File: src/rtl/program_loader_if.sv
// ----------------------------------------------------------------------------
// program_loader_if
// Purpose : Groups the byte-stream handshake and the program-memory write bus
//           used by program_loader.
// Signals : byte_valid       source presents a byte
//           byte_data[7:0]   incoming stream byte
//           byte_ready       loader accepts a byte this cycle
//           mem_write_enable program-memory write strobe (one-cycle pulse)
//           mem_address      program-memory byte address (word aligned)
//           mem_write_data   program-memory write word
// Modports: master - byte source / memory side (drives the stream)
//           slave  - the loader (consumes the stream, drives the memory bus)
// ----------------------------------------------------------------------------
interface program_loader_if;
    logic        byte_valid;
    logic [7:0]  byte_data;
    logic        byte_ready;
    logic        mem_write_enable;
    logic [31:0] mem_address;
    logic [31:0] mem_write_data;

    modport master (
        output byte_valid,
        output byte_data,
        input  byte_ready,
        input  mem_write_enable,
        input  mem_address,
        input  mem_write_data
    );

    modport slave (
        input  byte_valid,
        input  byte_data,
        output byte_ready,
        output mem_write_enable,
        output mem_address,
        output mem_write_data
    );
endinterface

File: src/rtl/program_loader.sv
// ----------------------------------------------------------------------------
// program_loader
// Purpose : Receives a byte stream of the form
//             N (4 bytes, little-endian word count)
//             N words (4 bytes each, little-endian)
//             [C (1 checksum byte) when LOADER_CHECKSUM_EN is defined]
//           writes each word to program memory at byte address 4*k and holds
//           the CPU in reset until the load finishes successfully.
// Config  : `define LOADER_CHECKSUM_EN adds the CSUM state: the load succeeds
//           only if (sum of data bytes + C) mod 256 == 0.
// Ports   : clk          system clock, rising edge
//           reset_n      asynchronous active-low reset
//           start        single-cycle load request (IDLE/DONE/ERROR only)
//           bus          program_loader_if.slave (byte stream + memory bus)
//           cpu_reset_n  active-low CPU reset, high only in DONE
//           busy         high in LEN, DATA, CSUM, WRITE_LAST
//           done         high in DONE
//           error        high in ERROR
// ----------------------------------------------------------------------------
module program_loader #(
    parameter int unsigned MAX_WORDS = 1024
) (
    input  logic             clk,
    input  logic             reset_n,
    input  logic             start,
    program_loader_if.slave  bus,
    output logic             cpu_reset_n,
    output logic             busy,
    output logic             done,
    output logic             error
);

    // Wide enough to hold MAX_WORDS itself: the counter reaches N after the
    // last word, and N <= MAX_WORDS, so it never wraps.
    localparam int unsigned WCW = $clog2(MAX_WORDS + 1);

    typedef enum logic [2:0] {
        IDLE,
        LEN,
        DATA,
`ifdef LOADER_CHECKSUM_EN
        CSUM,
`endif
        WRITE_LAST,
        DONE,
        ERROR
    } state_t;

    state_t          r_state;
    state_t          w_next;

    logic [1:0]      r_byte_cnt;
    logic [WCW-1:0]  r_word_cnt;
    logic [23:0]     r_asm;       // lower three bytes of the word in flight
    logic [31:0]     r_len;
    logic            r_we;
    logic [31:0]     r_addr;
    logic [31:0]     r_wdata;
`ifdef LOADER_CHECKSUM_EN
    logic [7:0]      r_csum;
    logic [7:0]      w_csum_total;
`endif

    logic            w_byte_ready;
    logic            w_accept;
    logic            w_start_ok;
    logic            w_last_byte;
    logic            w_last_word;
    logic [31:0]     w_full_word;

    assign w_accept    = bus.byte_valid && w_byte_ready;
    assign w_start_ok  = start && (r_state inside {IDLE, DONE, ERROR});
    assign w_last_byte = (r_byte_cnt == 2'd3);
    // r_asm is a right-shift register, so after three bytes it already holds
    // {b2, b1, b0}; the fourth byte completes the little-endian word.
    assign w_full_word = {bus.byte_data, r_asm};
    assign w_last_word = ((32'(r_word_cnt) + 32'd1) == r_len);
`ifdef LOADER_CHECKSUM_EN
    assign w_csum_total = r_csum + bus.byte_data;
`endif

    // ------------------------------------------------------------------
    // State register
    // ------------------------------------------------------------------
    always_ff @(posedge clk or negedge reset_n) begin
        if (!reset_n) begin
            r_state <= IDLE;
        end else begin
            r_state <= w_next;
        end
    end

    // ------------------------------------------------------------------
    // Next-state and state-decoded outputs
    // ------------------------------------------------------------------
    always_comb begin
        w_next       = r_state;
        w_byte_ready = 1'b0;
        busy         = 1'b0;
        done         = 1'b0;
        error        = 1'b0;
        cpu_reset_n  = 1'b0;

        case (r_state)
            IDLE: begin
                if (start) w_next = LEN;
            end

            LEN: begin
                w_byte_ready = 1'b1;
                busy         = 1'b1;
                if (w_accept && w_last_byte) begin
                    if (w_full_word == 32'd0) begin
`ifdef LOADER_CHECKSUM_EN
                        w_next = CSUM;
`else
                        w_next = DONE;
`endif
                    end else if (w_full_word > MAX_WORDS) begin
                        w_next = ERROR;
                    end else begin
                        w_next = DATA;
                    end
                end
            end

            DATA: begin
                w_byte_ready = 1'b1;
                busy         = 1'b1;
                if (w_accept && w_last_byte && w_last_word) w_next = WRITE_LAST;
            end

`ifdef LOADER_CHECKSUM_EN
            CSUM: begin
                w_byte_ready = 1'b1;
                busy         = 1'b1;
                if (w_accept) w_next = (w_csum_total == 8'd0) ? DONE : ERROR;
            end
`endif

            WRITE_LAST: begin
                busy = 1'b1;
`ifdef LOADER_CHECKSUM_EN
                w_next = CSUM;
`else
                w_next = DONE;
`endif
            end

            DONE: begin
                done        = 1'b1;
                cpu_reset_n = 1'b1;
                if (start) w_next = LEN;
            end

            ERROR: begin
                error = 1'b1;
                if (start) w_next = LEN;
            end

            default: w_next = IDLE;
        endcase
    end

    // ------------------------------------------------------------------
    // Datapath: byte assembly, counters and the registered write pulse
    // ------------------------------------------------------------------
    always_ff @(posedge clk or negedge reset_n) begin
        if (!reset_n) begin
            r_byte_cnt <= '0;
            r_word_cnt <= '0;
            r_asm      <= '0;
            r_len      <= '0;
            r_we       <= 1'b0;
            r_addr     <= '0;
            r_wdata    <= '0;
`ifdef LOADER_CHECKSUM_EN
            r_csum     <= '0;
`endif
        end else begin
            r_we <= 1'b0;
            if (w_start_ok) begin
                r_byte_cnt <= '0;
                r_word_cnt <= '0;
`ifdef LOADER_CHECKSUM_EN
                r_csum     <= '0;
`endif
            end else if (w_accept && (r_state inside {LEN, DATA})) begin
                r_byte_cnt <= r_byte_cnt + 2'd1;
                r_asm      <= {bus.byte_data, r_asm[23:8]};
                if (r_state == LEN) begin
                    if (w_last_byte) r_len <= w_full_word;
                end else begin
`ifdef LOADER_CHECKSUM_EN
                    r_csum <= r_csum + bus.byte_data;
`endif
                    // Pulse lands in the following cycle while the next
                    // word keeps streaming in, so words go back-to-back.
                    if (w_last_byte) begin
                        r_we       <= 1'b1;
                        r_addr     <= 32'(r_word_cnt) << 2;
                        r_wdata    <= w_full_word;
                        r_word_cnt <= r_word_cnt + WCW'(1);
                    end
                end
            end
        end
    end

    assign bus.byte_ready       = w_byte_ready;
    assign bus.mem_write_enable = r_we;
    assign bus.mem_address      = r_addr;
    assign bus.mem_write_data   = r_wdata;

endmodule

File: src/flat_wrapper.sv
// flat-port wrapper written by rule: the top's interface ports become plain ports
module program_loader_flat 
#(
    parameter int unsigned MAX_WORDS = 1024
)
  (clk, reset_n, start, cpu_reset_n, busy, done, error, bus_byte_valid, bus_byte_data, bus_byte_ready, bus_mem_write_enable, bus_mem_address, bus_mem_write_data);
  program_loader_if bus_i ();
  input  logic clk;
  input  logic reset_n;
  input  logic start;
  output logic cpu_reset_n;
  output logic busy;
  output logic done;
  output logic error;
  input wire logic [$bits(bus_i.byte_valid)-1:0] bus_byte_valid;
  input wire logic [$bits(bus_i.byte_data)-1:0] bus_byte_data;
  output wire logic [$bits(bus_i.byte_ready)-1:0] bus_byte_ready;
  output wire logic [$bits(bus_i.mem_write_enable)-1:0] bus_mem_write_enable;
  output wire logic [$bits(bus_i.mem_address)-1:0] bus_mem_address;
  output wire logic [$bits(bus_i.mem_write_data)-1:0] bus_mem_write_data;
  assign bus_i.byte_valid = bus_byte_valid;
  assign bus_i.byte_data = bus_byte_data;
  assign bus_byte_ready = bus_i.byte_ready;
  assign bus_mem_write_enable = bus_i.mem_write_enable;
  assign bus_mem_address = bus_i.mem_address;
  assign bus_mem_write_data = bus_i.mem_write_data;
  program_loader #(.MAX_WORDS(MAX_WORDS)) u_core (.clk(clk), .reset_n(reset_n), .start(start), .bus(bus_i), .cpu_reset_n(cpu_reset_n), .busy(busy), .done(done), .error(error));
endmodule
File: config.mk
export PLATFORM = sky130hd
export DESIGN_NAME = program_loader_flat
export DESIGN_NICKNAME = d
export VERILOG_FILES = /design/src/rtl/program_loader_if.sv /design/src/rtl/program_loader.sv /design/src/flat_wrapper.sv
export SDC_FILE = /design/constraint.sdc
export NUM_CORES = 1
export LEC_CHECK = 0
export ABC_AREA = 1
export CAP_MARGIN = 30
export CORE_UTILIZATION = 46
export DETAILED_ROUTE_END_ITERATION = 7
export HOLD_SLACK_MARGIN = 0.12
export PLACE_DENSITY = 0.81
export SYNTH_ARGS = -nofsm -noshare
export SYNTH_HDL_FRONTEND = slang
export SYNTH_SLANG_ARGS = --single-unit
File: constraint.sdc
create_clock -name clk -period 2.4 [get_ports clk]
set_input_delay 0.48 -clock clk [delete_from_list [all_inputs] [get_ports clk]]
set_output_delay 0.48 -clock clk [all_outputs]
set_load 0.1 [all_outputs]
==> qor.csv, run 1 <==
metric,value,unit
grt ovf,0,
syn avg cell area,8.31,um^2
"Setup Fix Bufs, Post-CTS",0,
post-DP HPWL,8630,um
Fillers,928,
CP Max Fanout,4,
Crit Path Class,flip-flop to flip-flop,
"Design Area, Final",6470,um^2
part of the Yosys area used for sequential elements,55.0,%
setup TNS,0,ns
num rows,38,
die width,109,um
placed instance area,5820,um^2
Final Cycle Share,87.8,%
Async SR Flop Fraction,100,%
"EDFF count, synth",0,
core area,11000,um^2
CP startpoint kind,flip-flop,
CP required,2.69,ns
skew final,0.0106,ns
WL final,12500,um
vias in the first global route,4383,
max cap viols,0,
"Power, Total",9.24,mW
violation count after the first detailed-route iteration,324,
max-slew violation count,0,
RSZ-0062 raised after global routing,no,
TritonRoute pass-1 iters,5,
global-route wire length before repair,20900,um
FF+latch area,2900,um^2
H-tree Lvls,4,
Starting Density,48.0,%
n_diodes,0,
IO buf count,60,
Final Hold Viols,0,
CP max stage delay,0.41,ns
total global-route track usage,23.4,%
"delay-heaviest family, CP",simple AND/OR/NAND/NOR gates,
slew margin rel.,65.0,%
post-synth top area cell,dfrtp_1,
main flop type after synthesis,dfrtp_1,
Residual DRC,0,
via/cell ratio,5.24,
cells after synthesis,635,
CTS tree,built,
f_max,474,MHz
#FFs+latches synth,116,
Hold Crit Class,flip-flop to flip-flop,
post-synth cell types,28,
via count,4458,
Yosys top cell area share,55.0,%
Die ar.,11900,um^2
Synth warnings,0,
maximum VDD drop,1.14,mV
share of cells above drive strength 1,14.6,%
Syn-to-layout area delta,22.7,%
clock slew at reported path FFs,0.06,ns
gp weighted congestion,0.904,
pwr/cell area,1430,nW/um^2
CTS Sinks,116,
Max Root-Sink Buffers,2,
slowest cell on the critical path,dfrtp_1,
DR WL/cell,14.7,um
top post-synthesis cells by area,"dfrtp_1 55%, nand2_1 13%, o21ai_0 6.8%",
Pleak,3.24,nW
Crit path top cell by count,nand2_1,
Non-Filler Instances,851,
Critical Path AT,2.40,ns
largest net degree at the start of global routing,77,
Clock Latency Late Sink,0.42,ns
Least-Margin Pin Slew,0.525,ns
CTS buffer count,17,
CP Capture Type,flip-flop,
antenna violations before repair,0,
fin crit period,2.11,ns
Synth Cell Area,5280,um^2
CP Cell Sequence,"ha_1, nand2_1, inv_1, nand2_1, nand2_1, nand2_1, nand2_1, nor2_1, nand2_1, nor2_1, nand2_1, o21ai_2, nand2_1, nand2_1, nand2_1",
Placed Cells incl. Taps,818,
multi-input logic area,1910,um^2
status,completed,
root buf cell,clkbuf_16,
die height,109,um
IO Pins,82,
CP Buf/Inv Count,1,
final net count,712,
Routed Antenna Nets,0,
final setup fails,0,
## registers in the layout, indices dropped and copies added, names as in the netlist
register / cells
u_core.r_state: 3
u_core.bus.mem_write_data: 32
u_core.r_len: 32
u_core.bus.mem_address: 11
u_core.bus.mem_write_enable: 1
u_core.r_byte_cnt: 2
u_core.r_asm: 24
u_core.r_word_cnt: 11
## worst min-delay path, cell delays in order (launching register included)
cell and delay [ns]:
dfrtp_1 0.35, nand2_1 0.05, o21ai_0 0.05
## cell usage after synthesis (3+ instances only)
library cell	number
nand4_1	5
nand3_1	37
nor2_1	39
o21ai_1	35
o22ai_1	8
nand2_1	181
buf_6	3
nor3_1	3
dfrtp_1	116
inv_1	68
clkbuf_1	14
nand3b_1	3
o21ai_0	72
buf_4	22
inv_2	3
nor4_1	5
buf_2	5
## power by group
part | switching (mW) | internal (mW) | total, mW
sequential | 0.369 | 2.47 | 2.84
combinational | 2.85 | 0.832 | 3.68
clock | 0.947 | 1.77 | 2.72
total | 4.17 | 5.08 | 9.24
## final timing paths
path                                 startpoint                    to  slack, ns  cells past startpoint
setup / recovery           u_core.r_word_cnt[0]     u_core.r_state[2]       0.29                     15
hold / removal                  u_core.r_asm[5]       u_core.r_asm[5]       0.49                      2
setup reg to reg           u_core.r_word_cnt[0]     u_core.r_state[2]       0.29                     15
hold reg to reg                 u_core.r_asm[5]       u_core.r_asm[5]       0.49                      2
max in group asynchronous               reset_n      u_core.r_asm[15]       1.20                      3
min in group asynchronous               reset_n  u_core.r_word_cnt[8]       0.51                      2
## repair_timing
item | 4_1_cts | 5_1_grt
gates resized for setup | 0 | 1
hold buffers | 1 | 0
endpoints found under the setup margin | 0 | 1
hold endpoints to repair | 22 | 0
## cells in the final DEF (no fill, tap or decap), types with 3 or more instances in the layout
cell / Yosys / routed
nand2_1: 181 / 181
dfrtp_1: 116 / 116
o21ai_0: 72 / 72
inv_1: 68 / 68
buf_4: 22 / 54
nor2_1: 39 / 38
nand3_1: 37 / 37
o21ai_1: 35 / 34
conb_1: 1 / 21
clkbuf_16: 0 / 17
clkdlybuf4s50_1: 0 / 10
o22ai_1: 8 / 8
nand4_1: 5 / 5
nor4_1: 5 / 5
bufinv_16: 0 / 4
inv_6: 0 / 4
inv_2: 3 / 3
nor2_2: 2 / 3
nor3_1: 3 / 3
nand3b_1: 3 / 3
buf_12: 0 / 3
## kinds of logic after synthesis
logic type               after synthesis  synth area share [%]
flip-flops                           116                  55.0
adder cells (fa/ha/maj)                2                 0.474
buffers and inverters                115                  10.3
XOR/XNOR                               1                 0.166
AO/OA/AOI/OAI                        117                  11.3
AND/OR/NAND/NOR                      282                  22.5
multiplexers                           1                 0.190
other                                  1                0.0711
## stage by stage
| step | utilization [%] | setup slack (ns) | hold slack, ns |
|---|---|---|---|
| floorplan | - | 0.119 | 0.184 |
| global placement | 53.0 | 0.379 | 0.398 |
| detailed placement | 53.0 | 0.268 | 0.405 |
| CTS | 58.9 | 0.268 | 0.488 |
| global route | 58.9 | 0.0763 | 0.497 |
| finish | 58.9 | 0.292 | 0.486 |
## layer usage
layer	wire length (um)	up-vias	global-route usage [%]	part of all wire, %
met5	0	-	0	0
met4	258	0	10.4	2.1
met3	760	24	6.52	6.1
met2	6260	164	38.1	50
met1	5230	2146	28.9	42
li1	-	2124	-	-
## area by class of cell
type                       instances  area share (%)
sequential                       116            44.9
multi-input combinational        424            29.6
timing repair buffer              68            8.89
clock buffer                      18            6.79
inverter                          71            4.12
clock inverter                    14            3.05
tap                              140            2.71
(Power assumes the default switching activity.)
==> run 2, diff against run 1 <==
Settings changed: REMOVE_ABC_BUFFERS set to 1, SLEW_MARGIN set to 10.
==> run 2 against run 1 <==
- critical path depth is 2 lower
- final area is 0.33% lower
- first-iteration DRC count is 8.3% higher
- routed wire length is 8.7% lower
- largest power group unchanged
- die area stayed put
==> qor.csv, run 2 (synthesis results as in run 1) <==
metric,value,unit,change
Final Util,58.7,%,was 58.9%
final net count,710,,was 712
Hold Crit Class,primary input to async pin,,was flip-flop to flip-flop
H-tree Lvls,4,,unchanged
CP Cell Sequence,"inv_1, nor2_1, nand2_1, nand3_1, nand2_1, nor2_1, nand2_1, nor2_1, nand2_1, o21ai_1, nand2_1, nand2_1, nand2_1",,"was ha_1, nand2_1, inv_1, nand2_1, nand2_1, nand2_1, nand2_1, nor2_1, nand2_1, nor2_1, nand2_1, o21ai_2, nand2_1, nand2_1, nand2_1"
die width,109,um,unchanged
final setup fails,0,,unchanged
violation count after the first detailed-route iteration,351,,was 324
pwr/cell area,1420,nW/um^2,was 1430 nW/um^2
grt ovf,0,,unchanged
clock slew at reported path FFs,0.05,ns,was 0.06 ns
WHS,0.142,ns,was 0.486 ns
WL final,11400,um,was 12500 um
CTS hold repair buffers,0,,was 1
CP Buf/Inv Count,1,,unchanged
Routed Antenna Nets,0,,unchanged
total global-route track usage,21.5,%,was 23.4%
CP startpoint kind,flip-flop,,unchanged
n_diodes,0,,unchanged
CP max stage delay,0.39,ns,was 0.41 ns
status,completed,,unchanged
CTS Sinks,116,,unchanged
max-slew violation count,0,,unchanged
Clock Latency Late Sink,0.40,ns,was 0.42 ns
die height,109,um,unchanged
Final Cycle Share,87.6,%,was 87.8%
via count,4327,,was 4458
"delay-heaviest family, CP",simple AND/OR/NAND/NOR gates,,unchanged
core area,11000,um^2,unchanged
Critical Path AT,2.40,ns,about the same
Max Root-Sink Buffers,2,,unchanged
Pleak,3.22,nW,was 3.24 nW
post-DP HPWL,7640,um,was 8630 um
global-route wire length before repair,19400,um,was 20900 um
antenna violations before repair,0,,unchanged
TritonRoute pass-1 iters,5,,unchanged
most frequent cells in the layout,"181 x nand2_1, 116 x dfrtp_1, 72 x o21ai_0, 68 x inv_1, 52 x buf_4",,"was 181 x nand2_1, 116 x dfrtp_1, 72 x o21ai_0, 68 x inv_1, 54 x buf_4"
slew margin rel.,59.0,%,was 65.0%
share of cells above drive strength 1,13.6,%,was 14.6%
fin crit period,2.10,ns,was 2.11 ns
IO buf count,60,,unchanged
vias in the first global route,4220,,was 4383
IO Pins,82,,unchanged
Residual DRC,0,,unchanged
slowest cell on the critical path,dfrtp_1,,unchanged
Starting Density,48.0,%,unchanged
RSZ-0062 raised after global routing,no,,unchanged
CTS tree,built,,unchanged
CTS buffer count,17,,unchanged
"Setup Fix Bufs, Post-CTS",0,,unchanged
Least-Margin Pin Slew,0.615,ns,was 0.525 ns
Final Hold Viols,0,,unchanged
Syn-to-layout area delta,22.3,%,was 22.7%
DR WL/cell,13.5,um,was 14.7 um
CP Max Fanout,5,,was 4
skew final,0.00657,ns,was 0.0106 ns
CP Capture Type,flip-flop,,unchanged
Crit Path Class,flip-flop to flip-flop,,unchanged
largest net degree at the start of global routing,117,,was 77
via/cell ratio,5.10,,was 5.24
"commonest non-fill, non-tap cell in the layout",nand2_1,,unchanged
Crit path top cell by count,nand2_1,,unchanged
CP required,2.70,ns,was 2.69 ns
num rows,38,,unchanged
gp weighted congestion,0.896,,was 0.904
maximum VDD drop,0.904,mV,was 1.14 mV
root buf cell,clkbuf_16,,unchanged
f_max,476,MHz,was 474 MHz
Die ar.,11900,um^2,unchanged
Post-CTS Resized,0,,unchanged
max cap viols,0,,unchanged
-- run 2: worst register-to-register path, stage by stage, from the launching register on --
cell     delay, ns
dfrtp_1       0.39
inv_1         0.11
nor2_1        0.31
nand2_1       0.16
nand3_1       0.12
nand2_1       0.06
nor2_1        0.14
nand2_1       0.08
nor2_1        0.12
nand2_1       0.06
o21ai_1       0.24
nand2_1       0.09
nand2_1       0.06
nand2_1       0.04
-- run 2: cell type report --
class | count | area (um^2)
Sequential cell | 116 | 2900
Multi-Input combinational cell | 424 | 1900
Inverter | 71 | 267
Clock inverter | 10 | 180
Timing Repair Buffer | 66 | 571
Clock buffer | 21 | 450
Tap cell | 140 | 175
Fill cell | 940 | 4530
-- run 2: stage by stage --
step           TNS (ns)  cells  power [mW]  setup slack, ns  instance area (um^2)
2_1_floorplan    -14.41    611        5.55            -1.07                  5070
6_report              0    848        9.19            0.298                  6450
5_1_grt               0    848        9.63           0.0679                  6450
4_1_cts               0    848        9.24            0.358                  6450
3_5_place_dp          0    817        6.49            0.289                  5820
3_3_place_gp          0    817        6.41            0.320                  5820
-- run 2: per-layer routing --
metal | wire length [um] | vias to the layer above | share of wire (%) | track usage, %
li1 | - | 2115 | - | -
met1 | 4730 | 2034 | 41 | 26.1
met2 | 5800 | 151 | 51 | 35.7
met3 | 610 | 27 | 5.3 | 5.38
met4 | 276 | 0 | 2.4 | 10.1
met5 | 0 | - | 0 | 0
-- run 2: final timing paths --
kind	endpoint	slack (ns)	from	depth (start not counted)
min in group clk	u_core.bus.mem_address[12]	0.48	u_core.bus.mem_address[12]	2
min reg2reg	u_core.bus.mem_address[12]	0.48	u_core.bus.mem_address[12]	2
max in group asynchronous	u_core.r_len[11]	1.79	reset_n	2
max	u_core.r_state[2]	0.30	u_core.r_word_cnt[0]	13
min	u_core.bus.mem_address[6]	0.14	reset_n	2
max reg2reg	u_core.r_state[2]	0.30	u_core.r_word_cnt[0]	13
-- run 2: power by group --
group / switching [mW] / leakage, nW / internal, mW
clock network: 0.830 / 0.303 / 1.85
logic: 2.82 / 1.34 / 0.857
registers: 0.351 / 1.58 / 2.47
==> run 3, diff against run 2 <==
Settings changed: CTS_BUF_LIST set to sky130_fd_sc_hd__clkbuf_16.
==> run 3 against run 2 <==
- clock power about the same
- first-iteration DRC count unchanged
- sequential power about the same
- routed wire length about the same
- critical path type unchanged
- highest routed layer unchanged
==> qor.csv, run 3 (synthesis results as in run 1) <==
metric,value,unit,change
status,completed,,unchanged
TritonRoute pass-1 iters,5,,unchanged
slowest cell on the critical path,dfrtp_1,,unchanged
Non-Filler Instances,848,,unchanged
Critical Path AT,2.42,ns,was 2.40 ns
Die ar.,11900,um^2,unchanged
Clock Latency Late Sink,0.41,ns,was 0.40 ns
Pleak,3.23,nW,was 3.22 nW
"Setup Fix Bufs, Post-CTS",0,,unchanged
num rows,38,,unchanged
Final Cycle Share,88.5,%,was 87.6%
Hold Crit Class,primary input to async pin,,unchanged
max cap viols,0,,unchanged
CTS Sinks,116,,unchanged
die width,109,um,unchanged
Final Hold Viols,0,,unchanged
"commonest non-fill, non-tap cell in the layout",nand2_1,,unchanged
CP max stage delay,0.39,ns,about the same
largest net degree at the start of global routing,117,,unchanged
clock slew at reported path FFs,0.05,ns,about the same
RSZ-0062 raised after global routing,no,,unchanged
DR WL/cell,13.5,um,about the same
CTS hold repair buffers,0,,unchanged
CTS buffer count,17,,unchanged
"Design Area, Final",6440,um^2,was 6450 um^2
via count,4342,,was 4327
max-slew violation count,0,,unchanged
Syn-to-layout area delta,22.1,%,was 22.3%
final net count,710,,unchanged
Residual DRC,0,,unchanged
CP Buf/Inv Count,1,,unchanged
H-tree Lvls,4,,unchanged
via/cell ratio,5.12,,was 5.10
grt ovf,0,,unchanged
violation count after the first detailed-route iteration,351,,unchanged
Fillers,941,,was 940
n_diodes,0,,unchanged
f_max,471,MHz,was 476 MHz
most frequent cells in the layout,"181 x nand2_1, 116 x dfrtp_1, 72 x o21ai_0, 71 x inv_1, 52 x buf_4",,"was 181 x nand2_1, 116 x dfrtp_1, 72 x o21ai_0, 68 x inv_1, 52 x buf_4"
maximum VDD drop,0.904,mV,about the same
CP required,2.70,ns,about the same
setup TNS,0,ns,unchanged
CP Cell Sequence,"inv_1, nor2_1, nand2_1, nand3_1, nand2_1, nor2_1, nand2_1, nor2_1, nand2_1, o21ai_1, nand2_1, nand2_1, nand2_1",,unchanged
"delay-heaviest family, CP",simple AND/OR/NAND/NOR gates,,unchanged
gp weighted congestion,0.896,,unchanged
CP Max Fanout,5,,unchanged
Crit path top cell by count,nand2_1,,unchanged
pwr/cell area,1420,nW/um^2,about the same
final setup fails,0,,unchanged
Max Root-Sink Buffers,2,,unchanged
vias in the first global route,4203,,was 4220
antenna violations before repair,0,,unchanged
pre-CTS setup slack,0.289,ns,unchanged
WL final,11400,um,about the same
IO buf count,60,,unchanged
root buf cell,clkbuf_16,,unchanged
CP startpoint kind,flip-flop,,unchanged
Final Util,58.6,%,was 58.7%
Placed Cells incl. Taps,817,,unchanged
slew margin rel.,59.3,%,was 59.0%
CP Capture Type,flip-flop,,unchanged
Post-CTS Resized,0,,unchanged
skew final,0.00708,ns,was 0.00657 ns
share of cells above drive strength 1,13.4,%,was 13.6%
die height,109,um,unchanged
Starting Density,48.0,%,unchanged
Routed Antenna Nets,0,,unchanged
Crit Path Class,flip-flop to flip-flop,,unchanged
core area,11000,um^2,unchanged
global-route wire length before repair,19300,um,was 19400 um
total global-route track usage,21.4,%,was 21.5%
IO Pins,82,,unchanged
placed instance area,5820,um^2,unchanged
CTS tree,built,,unchanged
post-DP HPWL,7640,um,unchanged
setup ws final,0.275,ns,was 0.298 ns
fin crit period,2.12,ns,was 2.10 ns
Least-Margin Pin Slew,0.611,ns,was 0.615 ns
run 3: cell types whose count changed in the layout (fill, tap and decap cells not counted), sizes merged:
cell / change
clkbuf: -4
inv: +3
clkinv: +1
run 3: per-layer routing:
metal / wire length, um / GRT usage [%] / vias to the layer above
met4: 265 / 9.75 / 0
met5: 0 / 0 / -
met2: 5710 / 35.5 / 163
met3: 696 / 5.68 / 30
met1: 4740 / 26.1 / 2034
li1: - / - / 2115
run 3: per-stage QoR:
step | hold WS [ns] | power (mW)
2_1_floorplan | 0.184 | 5.55
3_3_place_gp | 0.465 | 6.41
3_5_place_dp | 0.474 | 6.49
4_1_cts | 0.187 | 9.20
5_1_grt | 0.206 | 9.60
6_report | 0.152 | 9.16
run 3: worst register-to-register path: stages, from the launching register on:
cell     delay [ns]
dfrtp_1        0.39
inv_1          0.12
nor2_1         0.32
nand2_1        0.16
nand3_1        0.12
nand2_1        0.06
nor2_1         0.14
nand2_1        0.09
nor2_1         0.12
nand2_1        0.06
o21ai_1        0.25
nand2_1        0.09
nand2_1        0.06
nand2_1        0.04
run 3: final cells by class:
| type | instances | area [um^2] | area share [%] |
|---|---|---|---|
| Sequential cell | 116 | 2900 | 45.1 |
| Multi-Input combinational cell | 424 | 1900 | 29.6 |
| Timing Repair Buffer | 66 | 571 | 8.86 |
| Clock buffer | 17 | 425 | 6.61 |
| Inverter | 71 | 267 | 4.14 |
| Clock inverter | 14 | 195 | 3.03 |
| Tap cell | 140 | 175 | 2.72 |
run 3: power breakdown:
group	switching (mW)	internal, mW
Combinational	2.83	0.857
Sequential	0.350	2.47
Clock	0.843	1.81
Total	4.02	5.14
run 3: path summary, 6_finish.rpt:
| kind | start | to | slack [ns] | cells past startpoint |
|---|---|---|---|---|
| max reg2reg | u_core.r_word_cnt[0] | u_core.r_state[2] | 0.28 | 13 |
| min in group clk | u_core.bus.mem_address[12] | u_core.bus.mem_address[12] | 0.48 | 2 |
| min | reset_n | u_core.bus.mem_address[6] | 0.15 | 2 |
| max in group asynchronous | reset_n | u_core.r_len[17] | 1.79 | 2 |
| max | u_core.r_word_cnt[0] | u_core.r_state[2] | 0.28 | 13 |
| min reg2reg | u_core.bus.mem_address[12] | u_core.bus.mem_address[12] | 0.48 | 2 |
